**config.mk**
```make
export PLATFORM = sky130hd
export DESIGN_NAME = mem_ctrl
export DESIGN_NICKNAME = d
export VERILOG_FILES = /design/src/rtl/mem_ctrl.sv
export SDC_FILE = /design/constraint.sdc
export NUM_CORES = 1
export LEC_CHECK = 0
export ABC_AREA = 1
export CAP_MARGIN = 30
export CORE_MARGIN = 1.5
export CORE_UTILIZATION = 50
export CTS_BUF_LIST = sky130_fd_sc_hd__clkbuf_16
export DETAILED_ROUTE_END_ITERATION = 12
export PLACE_DENSITY = 0.87
export SYNTH_ARGS = -nofsm -noshare
export SYNTH_HDL_FRONTEND = slang
export SYNTH_SLANG_ARGS = --single-unit
```
**constraint.sdc**
```tcl
create_clock -name clk -period 2.2 [get_ports clk]
set_clock_uncertainty 0.05 [all_clocks]
set_input_delay 0.33 -clock clk [delete_from_list [all_inputs] [get_ports clk]]
set_output_delay 0.33 -clock clk [all_outputs]
set_load 0.02 [all_outputs]
```
**src/rtl/mem_ctrl.sv**
```systemverilog
// mem_ctrl: multi-cycle load/store controller between the datapath and the
// unified memory port. Accepts one request at a time. The request is aligned
// to a 32-bit word access and driven onto the memory handshake. Load data is
// extracted and extended into the MDR holding register.
//
// Handshake: a request transfers on a rising edge where req_valid && req_ready.
// req_ready is high only in IDLE. On the memory side, the strobes stay high
// for the whole ACCESS state. The access completes on the first edge where
// mem_resp is high. done is a one-cycle pulse, and err qualifies it.
module mem_ctrl #(
  parameter int TIMEOUT = 255
) (
  input  logic        clk,
  input  logic        rst_n,
  input  logic        req_valid,
  output logic        req_ready,
  input  logic        req_we,
  input  logic [1:0]  req_size,
  input  logic        req_unsigned,
  input  logic [31:0] req_addr,
  input  logic [31:0] req_wdata,
  output logic        mem_read,
  output logic        mem_write,
  output logic [31:0] mem_address,
  output logic [3:0]  mem_byte_enable,
  output logic [31:0] mem_wdata,
  input  logic        mem_resp,
  input  logic [31:0] mem_rdata,
  output logic [31:0] mdr,
  output logic        done,
  output logic        err,
  output logic [1:0]  dbg_state
);

  typedef enum logic [1:0] {
    IDLE   = 2'd0,
    ACCESS = 2'd1,
    DONE   = 2'd2
  } state_t;

  localparam logic [15:0] CNT_LAST = 16'(TIMEOUT - 1);

  state_t      state_q, state_d;
  logic        we_q, we_d;
  logic [1:0]  size_q, size_d;
  logic        uns_q, uns_d;
  logic [1:0]  lane_q, lane_d;
  logic [31:0] addr_q, addr_d;
  logic [3:0]  be_q, be_d;
  logic [31:0] wdata_q, wdata_d;
  logic [15:0] cnt_q, cnt_d;
  logic [31:0] mdr_q, mdr_d;
  logic        err_q, err_d;

  logic        illegal;
  logic [31:0] shifted;
  logic [31:0] extracted;

  // Strobes and status are decoded from state only. This lets reset drop them at once.
  assign req_ready       = (state_q == IDLE);
  assign mem_read        = (state_q == ACCESS) & ~we_q;
  assign mem_write       = (state_q == ACCESS) & we_q;
  assign done            = (state_q == DONE);
  assign err             = err_q;
  assign mem_address     = addr_q;
  assign mem_byte_enable = be_q;
  assign mem_wdata       = wdata_q;
  assign mdr             = mdr_q;
  assign dbg_state       = state_q;

  // Classify the incoming request and extract/extend the returning load data.
  always_comb begin
    illegal = (req_size == 2'b11) ||
              (req_size == 2'b01 && req_addr[0]) ||
              (req_size == 2'b10 && req_addr[1:0] != 2'b00);
    shifted = mem_rdata >> {lane_q, 3'b000};
    case (size_q)
      2'b00:   extracted = {{24{shifted[7] & ~uns_q}}, shifted[7:0]};
      2'b01:   extracted = {{16{shifted[15] & ~uns_q}}, shifted[15:0]};
      default: extracted = shifted;
    endcase
  end

  // Next-state logic: request capture, wait counting, timeout and MDR update.
  always_comb begin
    state_d = state_q;
    we_d    = we_q;
    size_d  = size_q;
    uns_d   = uns_q;
    lane_d  = lane_q;
    addr_d  = addr_q;
    be_d    = be_q;
    wdata_d = wdata_q;
    cnt_d   = cnt_q;
    mdr_d   = mdr_q;
    err_d   = 1'b0;
    case (state_q)
      IDLE: begin
        if (req_valid) begin
          we_d   = req_we;
          size_d = req_size;
          uns_d  = req_unsigned;
          lane_d = req_addr[1:0];
          addr_d = {req_addr[31:2], 2'b00};
          cnt_d  = 16'd0;
          case (req_size)
            2'b00: begin
              be_d    = 4'b0001 << req_addr[1:0];
              wdata_d = {4{req_wdata[7:0]}};
            end
            2'b01: begin
              be_d    = 4'b0011 << req_addr[1:0];
              wdata_d = {2{req_wdata[15:0]}};
            end
            default: begin
              be_d    = 4'hF;
              wdata_d = req_wdata;
            end
          endcase
          // Loads always read the full word; extraction picks the lanes later.
          if (!req_we) be_d = 4'hF;
          if (illegal) begin
            state_d = DONE;
            err_d   = 1'b1;
          end else begin
            state_d = ACCESS;
          end
        end
      end
      ACCESS: begin
        // A response in the timeout cycle still wins and completes cleanly.
        if (mem_resp) begin
          state_d = DONE;
          if (!we_q) mdr_d = extracted;
        end else if (cnt_q == CNT_LAST) begin
          state_d = DONE;
          err_d   = 1'b1;
        end else begin
          cnt_d = cnt_q + 16'd1;
        end
      end
      DONE: begin
        state_d = IDLE;
      end
      default: begin
        state_d = IDLE;
      end
    endcase
  end

  // State and datapath registers with asynchronous active-low reset.
  always_ff @(posedge clk or negedge rst_n) begin
    if (!rst_n) begin
      state_q <= IDLE;
      we_q    <= 1'b0;
      size_q  <= 2'b00;
      uns_q   <= 1'b0;
      lane_q  <= 2'b00;
      addr_q  <= 32'd0;
      be_q    <= 4'd0;
      wdata_q <= 32'd0;
      cnt_q   <= 16'd0;
      mdr_q   <= 32'd0;
      err_q   <= 1'b0;
    end else begin
      state_q <= state_d;
      we_q    <= we_d;
      size_q  <= size_d;
      uns_q   <= uns_d;
      lane_q  <= lane_d;
      addr_q  <= addr_d;
      be_q    <= be_d;
      wdata_q <= wdata_d;
      cnt_q   <= cnt_d;
      mdr_q   <= mdr_d;
      err_q   <= err_d;
    end
  end

endmodule

```
==> results.sh, run 1 <==
export IMPL_end_kind="output pin"
export IMPL_tightest_slew_ps=634
export IMPL_cts_inserted_buffers=17
export IMPL_final_area_mm2=0.00906
export IMPL_rsz0062_at_grt="no"
export IMPL_tns_ps=0
export IMPL_fillers=902
export IMPL_hold_viol=0
export IMPL_r2r_slack_ps=230
export IMPL_ir_worst_vdd_mv=0.881
export IMPL_yosys_top_cells_area="dfrtp_1 (49%), nand2_1 (19%), o21ai_0 (5.2%)"
export IMPL_slew_headroom=0.576
export IMPL_drc=0
export IMPL_max_clock_path_buffers=2
export IMPL_whs_ps=249
export IMPL_critPathKind="reg -> out"
export IMPL_firstDrtPassIters=5
export IMPL_drv_cap=0
export IMPL_syn_inst=832
export IMPL_status="finished clean"
export IMPL_syn_avg_cell_area_um2=7.48
export IMPL_antenna_found_initial=0
export IMPL_area_delta_synth_final_pct=45.6
export IMPL_crit_slowest_cell="clkdlybuf4s50_1"
export IMPL_yosysMostFrequentCell="nand2_1"
export IMPL_die_x_um=115
export IMPL_topRoutingLayerUsed="met4"
export IMPL_p_leak_nw=4.35
export IMPL_p_per_area_mw_per_mm2=1420
export IMPL_rr_startpoint="lane_q[0]"
export IMPL_cp_max_fo=5
export IMPL_synth_seq_cells=123
export IMPL_routedWlPerCell_um=15.1
export IMPL_synth_edf_count=0
export IMPL_syn_area_mm2=0.00623
export IMPL_die_y_um=115
export IMPL_ys_types=31
export IMPL_cts_tree="built"
export IMPL_track_usage=0.294
export IMPL_drt_iter0_drc=510
export IMPL_first_global_vias=5948
export IMPL_wl_met3_mm=1.68
export IMPL_crit_required_ps=1820
export IMPL_portBuffers=208
export IMPL_clkSinkCount=123
export IMPL_avgViaCountPerCell=5.10
export IMPL_initial_utilization=0.516
export IMPL_ios=211
export IMPL_met1_length_mm=7.39
export IMPL_fin_crit_ps=2100
export IMPL_utilization=0.751
export IMPL_clkTransAtPathRegs_ps=60
export IMPL_rr_endpoint="mdr[16]"
export IMPL_ant_nets=0
export IMPL_dp_hpwl_mm=13.0
export IMPL_min_path_type="in -> async"
export IMPL_synthTopCellsByCount="nand2_1 (314), dfrtp_1 (123), nor2_1 (66)"
export IMPL_clk_latency_ps=420
export IMPL_ys_seq_area_frac=0.494
export IMPL_h_tree_depth=4
export IMPL_grt_pass1_wl_mm=29.7
export IMPL_drive_gt1_frac=0.0811
export IMPL_dpl_instance_area_mm2=0.00845
export IMPL_route_met2_wl_mm=8.99
export IMPL_vias=6203
export IMPL_cts_root_buf="clkbuf_16"
export IMPL_cpLargestDelayFamily="buffers and inverters"
export IMPL_setup_violations_final=0
export IMPL_synth_ff_type="dfrtp_1"
export IMPL_start_kind="flip-flop"
export IMPL_diodes=0
export IMPL_fp_row_count=40
export IMPL_crit_chain="nor2_2 > clkdlybuf4s50_1"
export IMPL_r2r_cells=8
export IMPL_core_mm2=0.0121
export IMPL_synth_warnings=0
export IMPL_clock_fmax_ghz=0.477
export IMPL_crit_buf_inv=1
export IMPL_die_area_mm2=0.0131
export IMPL_async_flop_share=1.00
export IMPL_grt_max_degree=64
export IMPL_yosysTopAreaCellShare=0.494
export IMPL_fin_nets=1141
export IMPL_totalWireLength_mm=18.4
export IMPL_grt_ovfl_total=0
export IMPL_arrival_ps=1720
export IMPL_timing_final_crit_share=0.954
export IMPL_drv_slew=0
export IMPL_synth_top_cell_by_area="dfrtp_1"
export IMPL_cpPeakStageDelay_ps=640
export IMPL_place_congestion=0.885
[through the flow]
stage,setup WS [ps],std cells,power [W]
5_1_grt,13.9,1216,0.0137
4_1_cts,16.9,1216,0.0129
3_3_place_gp,77.6,1183,0.00989
6_report,101,1216,0.0129
2_1_floorplan,544,833,0.00723
3_5_place_dp,22.7,1183,0.0100
[worst max path at each step]
| stage | start | end | slack [ps] | depth (start not counted) |
|---|---|---|---|---|
| global placement | mem_rdata[31] | mdr[25] | 80 | 9 |
| CTS | dbg_state[1] | mem_write | 20 | 4 |
| global route | lane_q[0] | mdr[30] | 10 | 8 |
| floorplan | dbg_state[0] | mem_address[22] | 540 | 8 |
| finish | dbg_state[0] | req_ready | 100 | 2 |
| detailed placement | mem_rdata[31] | mdr[31] | 20 | 9 |
[cell type report]
type	instances	area, um^2	share of cell area
clock buffer	17	425	0.0469
clock inverter	15	173	0.0191
inverter	60	225	0.0248
multi-input combinational	606	2700	0.298
sequential	123	3080	0.340
tap	168	210	0.0232
timing repair buffer	227	2250	0.248
[what timing repair did]
action	in CTS	in global routing
resized for setup	1	1
buffers inserted	0	0
endpoints found under the setup margin	1	1
endpoints found under the hold margin	13	0
hold buffers	1	0
[report_power, final]
part / total [W] / internal (W) / switching (W)
Clock: 0.00284 / 0.00178 / 0.00106
Combinational: 0.00620 / 0.00265 / 0.00354
Sequential: 0.00384 / 0.00323 / 0.000608
[per-layer routing]
metal,up-vias,track usage
met4,0,0.103
met2,271,0.490
li1,3022,-
met1,2879,0.356
met3,31,0.101
met5,-,0
[sequential cells by signal (all words and copies together), names as in the netlist]
name / flops
mdr: 32
lane_q: 2
size_q: 2
err: 1
uns_q: 1
cnt_q: 16
mem_byte_enable: 4
we_q: 1
mem_address: 30
mem_wdata: 32
dbg_state: 2
[placed cells by master (no fill, tap or decap), types with 3 or more instances in the layout]
cell type / instances
inv_1: 55
nand4_1: 5
nor2_1: 66
clkdlybuf4s50_1: 205
inv_2: 5
nand2_1: 313
clkinv_2: 3
o21ai_2: 5
nor2_4: 3
dfrtp_1: 123
o21bai_1: 4
clkinv_4: 3
inv_6: 3
o21ai_0: 65
or2_1: 6
or2_2: 17
a21oi_1: 43
o21ai_1: 3
nand3_1: 57
xor2_1: 5
clkbuf_16: 17
bufinv_16: 3
buf_4: 17
[cell families (layout without fill, tap and decap cells)]
| kind of cell | after synthesis | count (layout) | share of synthesized area |
|---|---|---|---|
| compound gates | 122 | 122 | 0.103 |
| xor+xnor | 5 | 5 | 0.00703 |
| simple gates | 475 | 475 | 0.317 |
| buf+inv | 104 | 319 | 0.0736 |
| fa+ha+maj | 2 | 2 | 0.00402 |
| flops | 123 | 123 | 0.494 |
| other cells | 1 | 2 | 0.000602 |
(Power assumes the default switching activity.)
==> inputs of run 2 (changes only) <==
--- a/config.mk
+++ b/config.mk
@@ -7,7 +7,7 @@
 export LEC_CHECK = 0
 export ABC_AREA = 1
 export CAP_MARGIN = 30
-export CORE_MARGIN = 1.5
+export CORE_MARGIN = 2
 export CORE_UTILIZATION = 50
 export CTS_BUF_LIST = sky130_fd_sc_hd__clkbuf_16
 export DETAILED_ROUTE_END_ITERATION = 12
==> run 2 against run 1 <==
- utilization down 0.47 points
- total power decreased by 2.1%
- via count fell by 0.79%
- maximum frequency rose by 2.7%
- register-to-register slack gained 140 ps
- flip-flop and latch count unchanged
- first-iteration DRC count fell by 8.0%
- critical path type unchanged
- highest routed layer unchanged
- sequential share of layout area increased by 0.21 points
- die area grew 1.8%
- combinational power fell by 0.8%
- largest cell class unchanged
- clock power shrank 8.8%
==> results.sh, run 2 (same netlist as run 1, synthesis figures left out) <==
export IMPL_drc=0
export IMPL_rr_endpoint="mdr[16]"
export IMPL_rr_startpoint="lane_q[0]"
export IMPL_arrival_ps=1660
export IMPL_track_usage=0.280
export IMPL_die_y_um=116
export IMPL_max_clock_path_buffers=2
export IMPL_grt_pass1_wl_mm=29.1
export IMPL_multi_input_area_mm2=0.00270
export IMPL_drive_gt1_frac=0.0803
export IMPL_p_leak_nw=4.29
export IMPL_post_cts_buffers=0
export IMPL_r2r_slack_ps=370
export IMPL_routedWlPerCell_um=14.9
export IMPL_final_common_cell="nand2_1"
export IMPL_fin_nets=1139
export IMPL_area_delta_synth_final_pct=44.7
export IMPL_p_per_area_mw_per_mm2=1400
export IMPL_ff_latch_area_mm2=0.00308
export IMPL_drv_slew=0
export IMPL_drt_iter0_drc=469
export IMPL_totalWireLength_mm=18.1
export IMPL_utilization=0.747
export IMPL_min_path_type="in -> async"
export IMPL_dp_hpwl_mm=13.0
export IMPL_timing_final_crit_share=0.929
export IMPL_fillers=896
export IMPL_initial_utilization=0.516
export IMPL_core_mm2=0.0121
export IMPL_cts_tree="built"
export IMPL_diodes=0
export IMPL_tns_ps=0
export IMPL_antenna_found_initial=0
export IMPL_crit_required_ps=1820
export IMPL_final_cell_mix="nand2_1 (313), clkdlybuf4s50_1 (205), dfrtp_1 (123)"
export IMPL_critPathKind="reg -> out"
export IMPL_ios=211
export IMPL_fp_row_count=40
export IMPL_rsz0062_at_grt="no"
export IMPL_die_area_mm2=0.0134
export IMPL_hold_viol=0
export IMPL_clkSinkCount=123
export IMPL_end_kind="output pin"
export IMPL_ant_nets=0
export IMPL_first_global_vias=5907
export IMPL_setup_violations_final=0
export IMPL_firstDrtPassIters=5
export IMPL_cts_root_buf="clkbuf_16"
export IMPL_clkTransAtPathRegs_ps=60
export IMPL_status="finished clean"
export IMPL_vias=6154
export IMPL_grt_ovfl_total=0
export IMPL_fin_crit_ps=2040
export IMPL_die_x_um=116
export IMPL_avgViaCountPerCell=5.07
export IMPL_grt_max_degree=81
export IMPL_clock_fmax_ghz=0.489
export IMPL_cp_max_fo=5
export IMPL_portBuffers=208
export IMPL_r2r_cells=9
export IMPL_ir_worst_vdd_mv=0.849
export IMPL_clk_latency_ps=410
export IMPL_start_kind="flip-flop"
export IMPL_cts_inserted_buffers=17
export IMPL_h_tree_depth=4
export IMPL_drv_cap=0
export IMPL_place_congestion=0.908
## run 2: worst max-delay path: stages, from the launching register on
cell and delay, ps:
dfrtp_1 440, nor2_2 190, clkdlybuf4s50_1 630
## run 2: area by class of cell
cell class,count,share of cell area
tap,168,0.0233
timing repair buffer,225,0.249
clock buffer,17,0.0472
multi-input combinational,606,0.299
sequential,123,0.342
clock inverter,15,0.0142
inverter,60,0.0250
## run 2: routing by layer
layer  up-vias  track usage  part of all wire
met5         -            0                 0
met4         0        0.111             0.024
met3        33       0.0868             0.086
met2       256        0.459              0.48
met1      2834        0.346              0.41
li1       3031            -                 -
## run 2: repair_timing
| action | 4_1_cts | 5_1_grt |
|---|---|---|
| endpoints found under the setup margin | 2 | 0 |
| resized for setup | 2 | 0 |
| endpoints found under the hold margin | 29 | 0 |
| hold buffers | 1 | 0 |
## run 2: how the worst max path moves through the flow
stage / startpoint / endpoint / slack [ps]
2_1_floorplan: dbg_state[0] / mem_address[22] / 540
3_3_place_gp: req_size[0] / mem_wdata[27] / 360
3_5_place_dp: mem_rdata[31] / mdr[8] / 290
4_1_cts: dbg_state[0] / req_ready / 150
5_1_grt: dbg_state[1] / done / 100
6_report: dbg_state[0] / req_ready / 160
## run 2: power breakdown
part | total, W | leakage (nW) | internal [W] | switching [W]
Clock | 0.00259 | 0.251 | 0.00154 | 0.00105
Combinational | 0.00615 | 2.51 | 0.00264 | 0.00351
Sequential | 0.00385 | 1.52 | 0.00323 | 0.000621
## run 2: metrics by stage
step           std cells  hold WS (ps)  worst slack [ps]  power (W)  area, um^2
2_1_floorplan        833         -15.6               544    0.00723        6230
3_3_place_gp        1181           240               358    0.00987        8450
3_5_place_dp        1181           241               290    0.00998        8450
4_1_cts             1214           346               148     0.0126        9010
5_1_grt             1214           377               101     0.0134        9010
6_report            1214           343               156     0.0126        9010
